===== src/rtl/bp_be_int_issue_ctrl_if.sv =====
// Issue controller handshake bundle: dispatch/replay in,
// issue register out, branch resolution and redirect.
interface bp_be_int_issue_ctrl_if #(
  parameter int vaddr_width_p = 39,
  parameter int pkt_width_p   = 128
);
  logic                     dispatch_v_i;
  logic                     dispatch_ready_o;
  logic [pkt_width_p-1:0]   dispatch_pkt_i;
  logic [vaddr_width_p-1:0] dispatch_pc_i;
  logic [vaddr_width_p-1:0] dispatch_npc_i;
  logic                     replay_v_i;
  logic                     replay_ready_o;
  logic [pkt_width_p-1:0]   replay_pkt_i;
  logic [vaddr_width_p-1:0] replay_pc_i;
  logic [vaddr_width_p-1:0] replay_npc_i;
  logic                     issue_v_o;
  logic [pkt_width_p-1:0]   issue_pkt_o;
  logic [vaddr_width_p-1:0] issue_pc_o;
  logic                     pipe_stall_i;
  logic [vaddr_width_p-1:0] br_tgt_i;
  logic                     redirect_v_o;
  logic [vaddr_width_p-1:0] redirect_pc_o;
  logic                     redirect_yumi_i;
  logic [15:0]              redirect_count_o;

  modport slave (
    input  dispatch_v_i, dispatch_pkt_i,
    input  dispatch_pc_i, dispatch_npc_i,
    output dispatch_ready_o,
    input  replay_v_i, replay_pkt_i,
    input  replay_pc_i, replay_npc_i,
    output replay_ready_o,
    output issue_v_o, issue_pkt_o, issue_pc_o,
    input  pipe_stall_i, br_tgt_i,
    output redirect_v_o, redirect_pc_o,
    input  redirect_yumi_i,
    output redirect_count_o
  );

  modport master (
    output dispatch_v_i, dispatch_pkt_i,
    output dispatch_pc_i, dispatch_npc_i,
    input  dispatch_ready_o,
    output replay_v_i, replay_pkt_i,
    output replay_pc_i, replay_npc_i,
    input  replay_ready_o,
    input  issue_v_o, issue_pkt_o, issue_pc_o,
    output pipe_stall_i, br_tgt_i,
    input  redirect_v_o, redirect_pc_o,
    output redirect_yumi_i,
    input  redirect_count_o
  );
endinterface


===== src/rtl/bp_be_int_issue_ctrl.sv =====
// Integer issue sequencer: replay-first arbitration into an
// in-order queue, issue register, mispredict redirect.
module bp_be_int_issue_ctrl #(
  parameter int vaddr_width_p = 39,
  parameter int pkt_width_p   = 128,
  parameter int queue_els_p   = 2
) (
  input logic clk_i,
  input logic reset_i,
  bp_be_int_issue_ctrl_if.slave io
);
  localparam int ptr_w_lp = $clog2(queue_els_p);
  localparam logic [ptr_w_lp:0] ptr_one_lp = 1;

  typedef struct packed {
    logic [pkt_width_p-1:0]   pkt;
    logic [vaddr_width_p-1:0] pc;
    logic [vaddr_width_p-1:0] npc;
  } entry_s;

  typedef enum logic {e_run, e_redirect} state_e;

  state_e                   state_q, state_d;
  entry_s                   mem_q [queue_els_p];
  entry_s                   mem_d [queue_els_p];
  logic [ptr_w_lp:0]        wptr_q, wptr_d;
  logic [ptr_w_lp:0]        rptr_q, rptr_d;
  entry_s                   issue_q, issue_d;
  logic                     issue_v_q, issue_v_d;
  logic [vaddr_width_p-1:0] redir_pc_q, redir_pc_d;
  logic [15:0]              redir_cnt_q, redir_cnt_d;

  logic   empty, full, run;
  logic   rp_rdy, dp_rdy, enq_v, deq_v;
  logic   fire, mispredict;
  entry_s enq_e;

  // Queue status, arbitration and resolution
  always_comb begin
    empty  = (wptr_q == rptr_q);
    full   = (wptr_q[ptr_w_lp] != rptr_q[ptr_w_lp])
           && (wptr_q[ptr_w_lp-1:0] == rptr_q[ptr_w_lp-1:0]);
    run    = (state_q == e_run);
    rp_rdy = run & ~full;
    dp_rdy = rp_rdy & ~io.replay_v_i;
    enq_v  = (io.replay_v_i & rp_rdy)
           | (io.dispatch_v_i & dp_rdy);
    if (io.replay_v_i) begin
      enq_e = '{io.replay_pkt_i, io.replay_pc_i,
                io.replay_npc_i};
    end else begin
      enq_e = '{io.dispatch_pkt_i, io.dispatch_pc_i,
                io.dispatch_npc_i};
    end
    fire       = issue_v_q & ~io.pipe_stall_i;
    mispredict = fire & (io.br_tgt_i != issue_q.npc);
    deq_v      = run & ~empty & (~issue_v_q | fire);
  end

  // Next-state for queue, issue register, FSM and counter
  always_comb begin
    state_d     = state_q;
    mem_d       = mem_q;
    wptr_d      = wptr_q;
    rptr_d      = rptr_q;
    issue_d     = issue_q;
    issue_v_d   = issue_v_q;
    redir_pc_d  = redir_pc_q;
    redir_cnt_d = redir_cnt_q;

    if (enq_v) begin
      mem_d[wptr_q[ptr_w_lp-1:0]] = enq_e;
      wptr_d = wptr_q + ptr_one_lp;
    end

    if (deq_v) begin
      issue_d   = mem_q[rptr_q[ptr_w_lp-1:0]];
      issue_v_d = 1'b1;
      rptr_d    = rptr_q + ptr_one_lp;
    end else if (fire) begin
      issue_v_d = 1'b0;
    end

    unique case (state_q)
      e_run:      if (mispredict) state_d = e_redirect;
      e_redirect: if (io.redirect_yumi_i) state_d = e_run;
      default:    state_d = e_run;
    endcase

    // A mispredict discards everything younger, including
    // anything accepted this very cycle.
    if (mispredict) begin
      wptr_d     = '0;
      rptr_d     = '0;
      issue_v_d  = 1'b0;
      redir_pc_d = io.br_tgt_i;
      if (redir_cnt_q != 16'hFFFF) begin
        redir_cnt_d = redir_cnt_q + 16'd1;
      end
    end
  end

  // Control and issue register state
  always_ff @(posedge clk_i) begin
    if (reset_i) begin
      state_q     <= e_run;
      wptr_q      <= '0;
      rptr_q      <= '0;
      issue_q     <= '0;
      issue_v_q   <= 1'b0;
      redir_pc_q  <= '0;
      redir_cnt_q <= '0;
    end else begin
      state_q     <= state_d;
      wptr_q      <= wptr_d;
      rptr_q      <= rptr_d;
      issue_q     <= issue_d;
      issue_v_q   <= issue_v_d;
      redir_pc_q  <= redir_pc_d;
      redir_cnt_q <= redir_cnt_d;
    end
  end

  // Queue storage; validity is tracked by the pointers only
  always_ff @(posedge clk_i) begin
    mem_q <= mem_d;
  end

  assign io.replay_ready_o   = rp_rdy;
  assign io.dispatch_ready_o = dp_rdy;
  assign io.issue_v_o        = issue_v_q;
  assign io.issue_pkt_o      = issue_q.pkt;
  assign io.issue_pc_o       = issue_q.pc;
  assign io.redirect_v_o     = (state_q == e_redirect);
  assign io.redirect_pc_o    = redir_pc_q;
  assign io.redirect_count_o = redir_cnt_q;
endmodule


===== src/flat_wrapper.sv =====
// flat-port wrapper written by rule: the top's interface ports become plain ports
module bp_be_int_issue_ctrl_flat 
#(
  parameter int vaddr_width_p = 39,
  parameter int pkt_width_p   = 128,
  parameter int queue_els_p   = 2
)
  (clk_i, reset_i, io_dispatch_v_i, io_dispatch_pkt_i, io_dispatch_pc_i, io_dispatch_npc_i, io_dispatch_ready_o, io_replay_v_i, io_replay_pkt_i, io_replay_pc_i, io_replay_npc_i, io_replay_ready_o, io_issue_v_o, io_issue_pkt_o, io_issue_pc_o, io_pipe_stall_i, io_br_tgt_i, io_redirect_v_o, io_redirect_pc_o, io_redirect_yumi_i, io_redirect_count_o);
  bp_be_int_issue_ctrl_if #(.vaddr_width_p(vaddr_width_p), .pkt_width_p(pkt_width_p)) io_i ();
  input logic clk_i;
  input logic reset_i;
  input wire logic [$bits(io_i.dispatch_v_i)-1:0] io_dispatch_v_i;
  input wire logic [$bits(io_i.dispatch_pkt_i)-1:0] io_dispatch_pkt_i;
  input wire logic [$bits(io_i.dispatch_pc_i)-1:0] io_dispatch_pc_i;
  input wire logic [$bits(io_i.dispatch_npc_i)-1:0] io_dispatch_npc_i;
  output wire logic [$bits(io_i.dispatch_ready_o)-1:0] io_dispatch_ready_o;
  input wire logic [$bits(io_i.replay_v_i)-1:0] io_replay_v_i;
  input wire logic [$bits(io_i.replay_pkt_i)-1:0] io_replay_pkt_i;
  input wire logic [$bits(io_i.replay_pc_i)-1:0] io_replay_pc_i;
  input wire logic [$bits(io_i.replay_npc_i)-1:0] io_replay_npc_i;
  output wire logic [$bits(io_i.replay_ready_o)-1:0] io_replay_ready_o;
  output wire logic [$bits(io_i.issue_v_o)-1:0] io_issue_v_o;
  output wire logic [$bits(io_i.issue_pkt_o)-1:0] io_issue_pkt_o;
  output wire logic [$bits(io_i.issue_pc_o)-1:0] io_issue_pc_o;
  input wire logic [$bits(io_i.pipe_stall_i)-1:0] io_pipe_stall_i;
  input wire logic [$bits(io_i.br_tgt_i)-1:0] io_br_tgt_i;
  output wire logic [$bits(io_i.redirect_v_o)-1:0] io_redirect_v_o;
  output wire logic [$bits(io_i.redirect_pc_o)-1:0] io_redirect_pc_o;
  input wire logic [$bits(io_i.redirect_yumi_i)-1:0] io_redirect_yumi_i;
  output wire logic [$bits(io_i.redirect_count_o)-1:0] io_redirect_count_o;
  assign io_i.dispatch_v_i = io_dispatch_v_i;
  assign io_i.dispatch_pkt_i = io_dispatch_pkt_i;
  assign io_i.dispatch_pc_i = io_dispatch_pc_i;
  assign io_i.dispatch_npc_i = io_dispatch_npc_i;
  assign io_dispatch_ready_o = io_i.dispatch_ready_o;
  assign io_i.replay_v_i = io_replay_v_i;
  assign io_i.replay_pkt_i = io_replay_pkt_i;
  assign io_i.replay_pc_i = io_replay_pc_i;
  assign io_i.replay_npc_i = io_replay_npc_i;
  assign io_replay_ready_o = io_i.replay_ready_o;
  assign io_issue_v_o = io_i.issue_v_o;
  assign io_issue_pkt_o = io_i.issue_pkt_o;
  assign io_issue_pc_o = io_i.issue_pc_o;
  assign io_i.pipe_stall_i = io_pipe_stall_i;
  assign io_i.br_tgt_i = io_br_tgt_i;
  assign io_redirect_v_o = io_i.redirect_v_o;
  assign io_redirect_pc_o = io_i.redirect_pc_o;
  assign io_i.redirect_yumi_i = io_redirect_yumi_i;
  assign io_redirect_count_o = io_i.redirect_count_o;
  bp_be_int_issue_ctrl #(.vaddr_width_p(vaddr_width_p), .pkt_width_p(pkt_width_p), .queue_els_p(queue_els_p)) u_core (.clk_i(clk_i), .reset_i(reset_i), .io(io_i));
endmodule

===== config.mk =====
export PLATFORM = sky130hd
export DESIGN_NAME = bp_be_int_issue_ctrl_flat
export DESIGN_NICKNAME = d
export VERILOG_FILES = /design/src/rtl/bp_be_int_issue_ctrl_if.sv /design/src/rtl/bp_be_int_issue_ctrl.sv /design/src/flat_wrapper.sv
export SDC_FILE = /design/constraint.sdc
export NUM_CORES = 1
export LEC_CHECK = 0
export CELL_PAD_IN_SITES_DETAIL_PLACEMENT = 1
export CELL_PAD_IN_SITES_GLOBAL_PLACEMENT = 2
export CORE_UTILIZATION = 33
export CTS_CLUSTER_SIZE = 12
export DETAILED_ROUTE_END_ITERATION = 8
export HOLD_SLACK_MARGIN = 0.1
export PLACE_DENSITY_LB_ADDON = 0.15
export SETUP_SLACK_MARGIN = 0.2
export SYNTH_ARGS = -nofsm -noshare
export SYNTH_HDL_FRONTEND = slang
export SYNTH_SLANG_ARGS = --single-unit

===== constraint.sdc =====
create_clock -name clk_i -period 15.75 [get_ports clk_i]
set_input_delay 3.15 -clock clk_i [delete_from_list [all_inputs] [get_ports clk_i]]
set_output_delay 3.15 -clock clk_i [all_outputs]
set_load 0.01 [all_outputs]

==> qor.txt <==
Width of the die = 292.9 um
Vias per cell = 4.686
Worst slew pin tran = 1.222 ns
Seq/Total Area, Yosys = 63.44%
ANT nets after route = 0
Pre-CTS setup slack = 8.557 ns
Syn-to-layout area delta = 32.27%
Clk Latency, worst-skew pair = 0.60 ns
Post-synth net total = 2498
GRT Overall Usage = 18.02%
Die area = 85800 um^2
Count of input and output buffers = 682
Tmin final = 7.211 ns
DR pass1 iterations = 4
Antenna violations before repair = 1
CTS tree = yes
Chip Height = 292.9 um
Clock root buffer = clkbuf_16
Setup bufs post-CTS = 0
Total number of H-tree levels = 3
Detailed Place HPWL = 54980 um
Clock sink count = 679
WP data required = 12.60 ns
Max Transition Viols Final = 0
Max Cap Violations = 0
RSZ-0062 raised after global routing = false
Core box area = 83690 um^2
Vias in the first global route = 18770
Setup TNS = 0 ns
Commonest non-fill, non-tap cell in the layout = clkdlybuf4s50_1
Critical Path Start Type = primary input
Worst Slack Setup Final = 8.539 ns
Max Freq = 138.7 MHz
CP endpoint kind = output port
GRT busiest layer = met2
Vias post-DR = 17450
Hold Violations, Final = 0
Total power = 6.681 mW
DRC Markers = 0
Fin util = 44.14%
Global-route wire length before repair = 116000 um
Commonest non-fill, non-tap cells in the layout = clkdlybuf4s50_1, edfxtp_1, dfxtp_1, nor2_1, mux2i_1
Met3 global-route usage = 4.440%
Worst-path clk slew = 0.06 ns
Setup Viol. Count Final = 0
Starting DRC count in detailed routing = 662
Wire length per cell = 21.38 um
Met1 Use GR = 20.24%
Final wirelength = 79620 um
Hold Buf Count CTS = 0
WHS = 0.4924 ns
Syn Std Cell Area = 27930 um^2
Final period util = 45.78%
Yosys cell types = 38
Inserted Clock Buffers = 77
Lkg Pwr = 12.65 nW
Worst vdd ir = 0.0003022 V
CP max FO = 35
Number of cell rows = 106
CTS max path bufs = 3
GRT met2 Usage = 33.38%
Placer Congestion = 0.7863
Synth Register Bits = 679
Synth warn = 0
Power Density = 180.8 nW/um^2
Critical setup path kind = in2out
Cells after Synth = 2040
Hold WC Path Type = reg2reg
Total gr overflow = 0
PostCTS Resize Cnt = 0
Starting Density = 33.37%
Pin count of the biggest net entering global routing = 237
Ratio of cells with drive above 1 in the final layout = 13.44%
Relative slew slack = 18.51%
Top Ports = 683
Syn avg cell area = 13.69 um^2
WP data arrival = 4.06 ns
Layout Nets = 2983
Status = complete, no violations
Fin Clk Skew = 0.01712 ns
[worst paths after layout]
check | from | slack, ns | depth (start not counted) | endpoint
worst max-delay path | io_replay_v_i | 8.54 | 3 | io_dispatch_ready_o
worst max register to register | u_core.rptr_q[0] | 11.58 | 6 | u_core.mem_q[96]
worst min register to register | u_core.io.redirect_pc_o[32] | 0.49 | 2 | u_core.io.redirect_pc_o[32]
worst min-delay path | u_core.io.redirect_pc_o[32] | 0.49 | 2 | u_core.io.redirect_pc_o[32]
[cell usage after synthesis, drive strengths merged]
cell type | count | area (um^2)
nor2b | 7 | 43.79
o21ai | 4 | 20.01
nor3 | 8 | 51.30
xor2 | 41 | 359.1
buf | 226 | 1582
a21oi | 14 | 81.33
dfxtp | 267 | 5345
o31a | 1 | 8.760
edfxtp | 412 | 12370
xnor2 | 5 | 43.79
nand3 | 9 | 45.04
and2 | 1 | 6.260
or4 | 5 | 37.54
mux2 | 210 | 2365
nand2 | 7 | 26.28
and3 | 3 | 18.77
nor4 | 11 | 68.82
mux2i | 245 | 2452
clkinv | 1 | 3.750
clkbuf | 70 | 262.8
inv | 8 | 30.03
nand4 | 8 | 50.05
and4 | 1 | 8.760
or3 | 2 | 12.51
o31ai | 7 | 66.31
nor2 | 253 | 949.7
ha | 1 | 12.51
a31o | 4 | 35.03
or3b | 1 | 8.760
a211oi | 207 | 1554
a21o | 1 | 7.510
[layer usage]
metal  vias up  wire, um
li1       8332         -
met2       440     41820
met1      8574     31010
met3       101      5025
met5         -        12
met4         2      1749
[per-stage QoR]
stage | cell area (um^2) | cells
after global placement | 34520 | 3580
final | 36940 | 3724
after floorplan | 27930 | 2040
after global routing | 36940 | 3723
after detailed placement | 34520 | 3580
after CTS | 36940 | 3723
[logic make-up (layout without fill, tap and decap cells)]
family	Yosys count	count (layout)	share of synthesized area (%)
buf+inv	305	854	6.725
other cells	0	1	0
compound gates	238	238	6.348
mux	455	455	17.25
flops	679	679	63.44
xor+xnor	46	46	1.443
fa+ha+maj	1	1	0.04479
simple gates	316	316	4.753
[final cells by class]
| cell class | instances | area, um^2 |
|---|---|---|
| fillers | 8521 | 46750 |
| flip-flops and latches | 679 | 17720 |
| multi-input cells | 1056 | 8349 |
| repair buffers | 702 | 6999 |
| clock buffers | 113 | 2216 |
| well taps | 1134 | 1419 |
| clock inverters | 30 | 201.4 |
| inverters | 9 | 33.78 |
| diodes | 1 | 2.502 |
[report_power, final]
| part | total, mW | switching (mW) | internal (mW) |
|---|---|---|---|
| logic | 2.16 | 1.27 | 0.888 |
| registers | 2.82 | 0.229 | 2.59 |
| clock network | 1.71 | 0.712 | 0.995 |
| total | 6.68 | 2.21 | 4.47 |
[state kept, by name, summed over array words and instances (netlist names)]
name,cells
u_core.io.issue_pc_o,39
u_core.io.redirect_pc_o,39
u_core.io.redirect_v_o,1
u_core.rptr_q,2
u_core.mem_q,412
u_core.io.issue_pkt_o,128
u_core.issue_q,39
u_core.io.issue_v_o,1
u_core.io.redirect_count_o,16
u_core.wptr_q,2
[critical path, stage by stage]
cell and delay, ns:
buf_8 0.17, nor2b_1 0.15, clkdlybuf4s50_1 0.55
(Power assumes the default switching activity.)
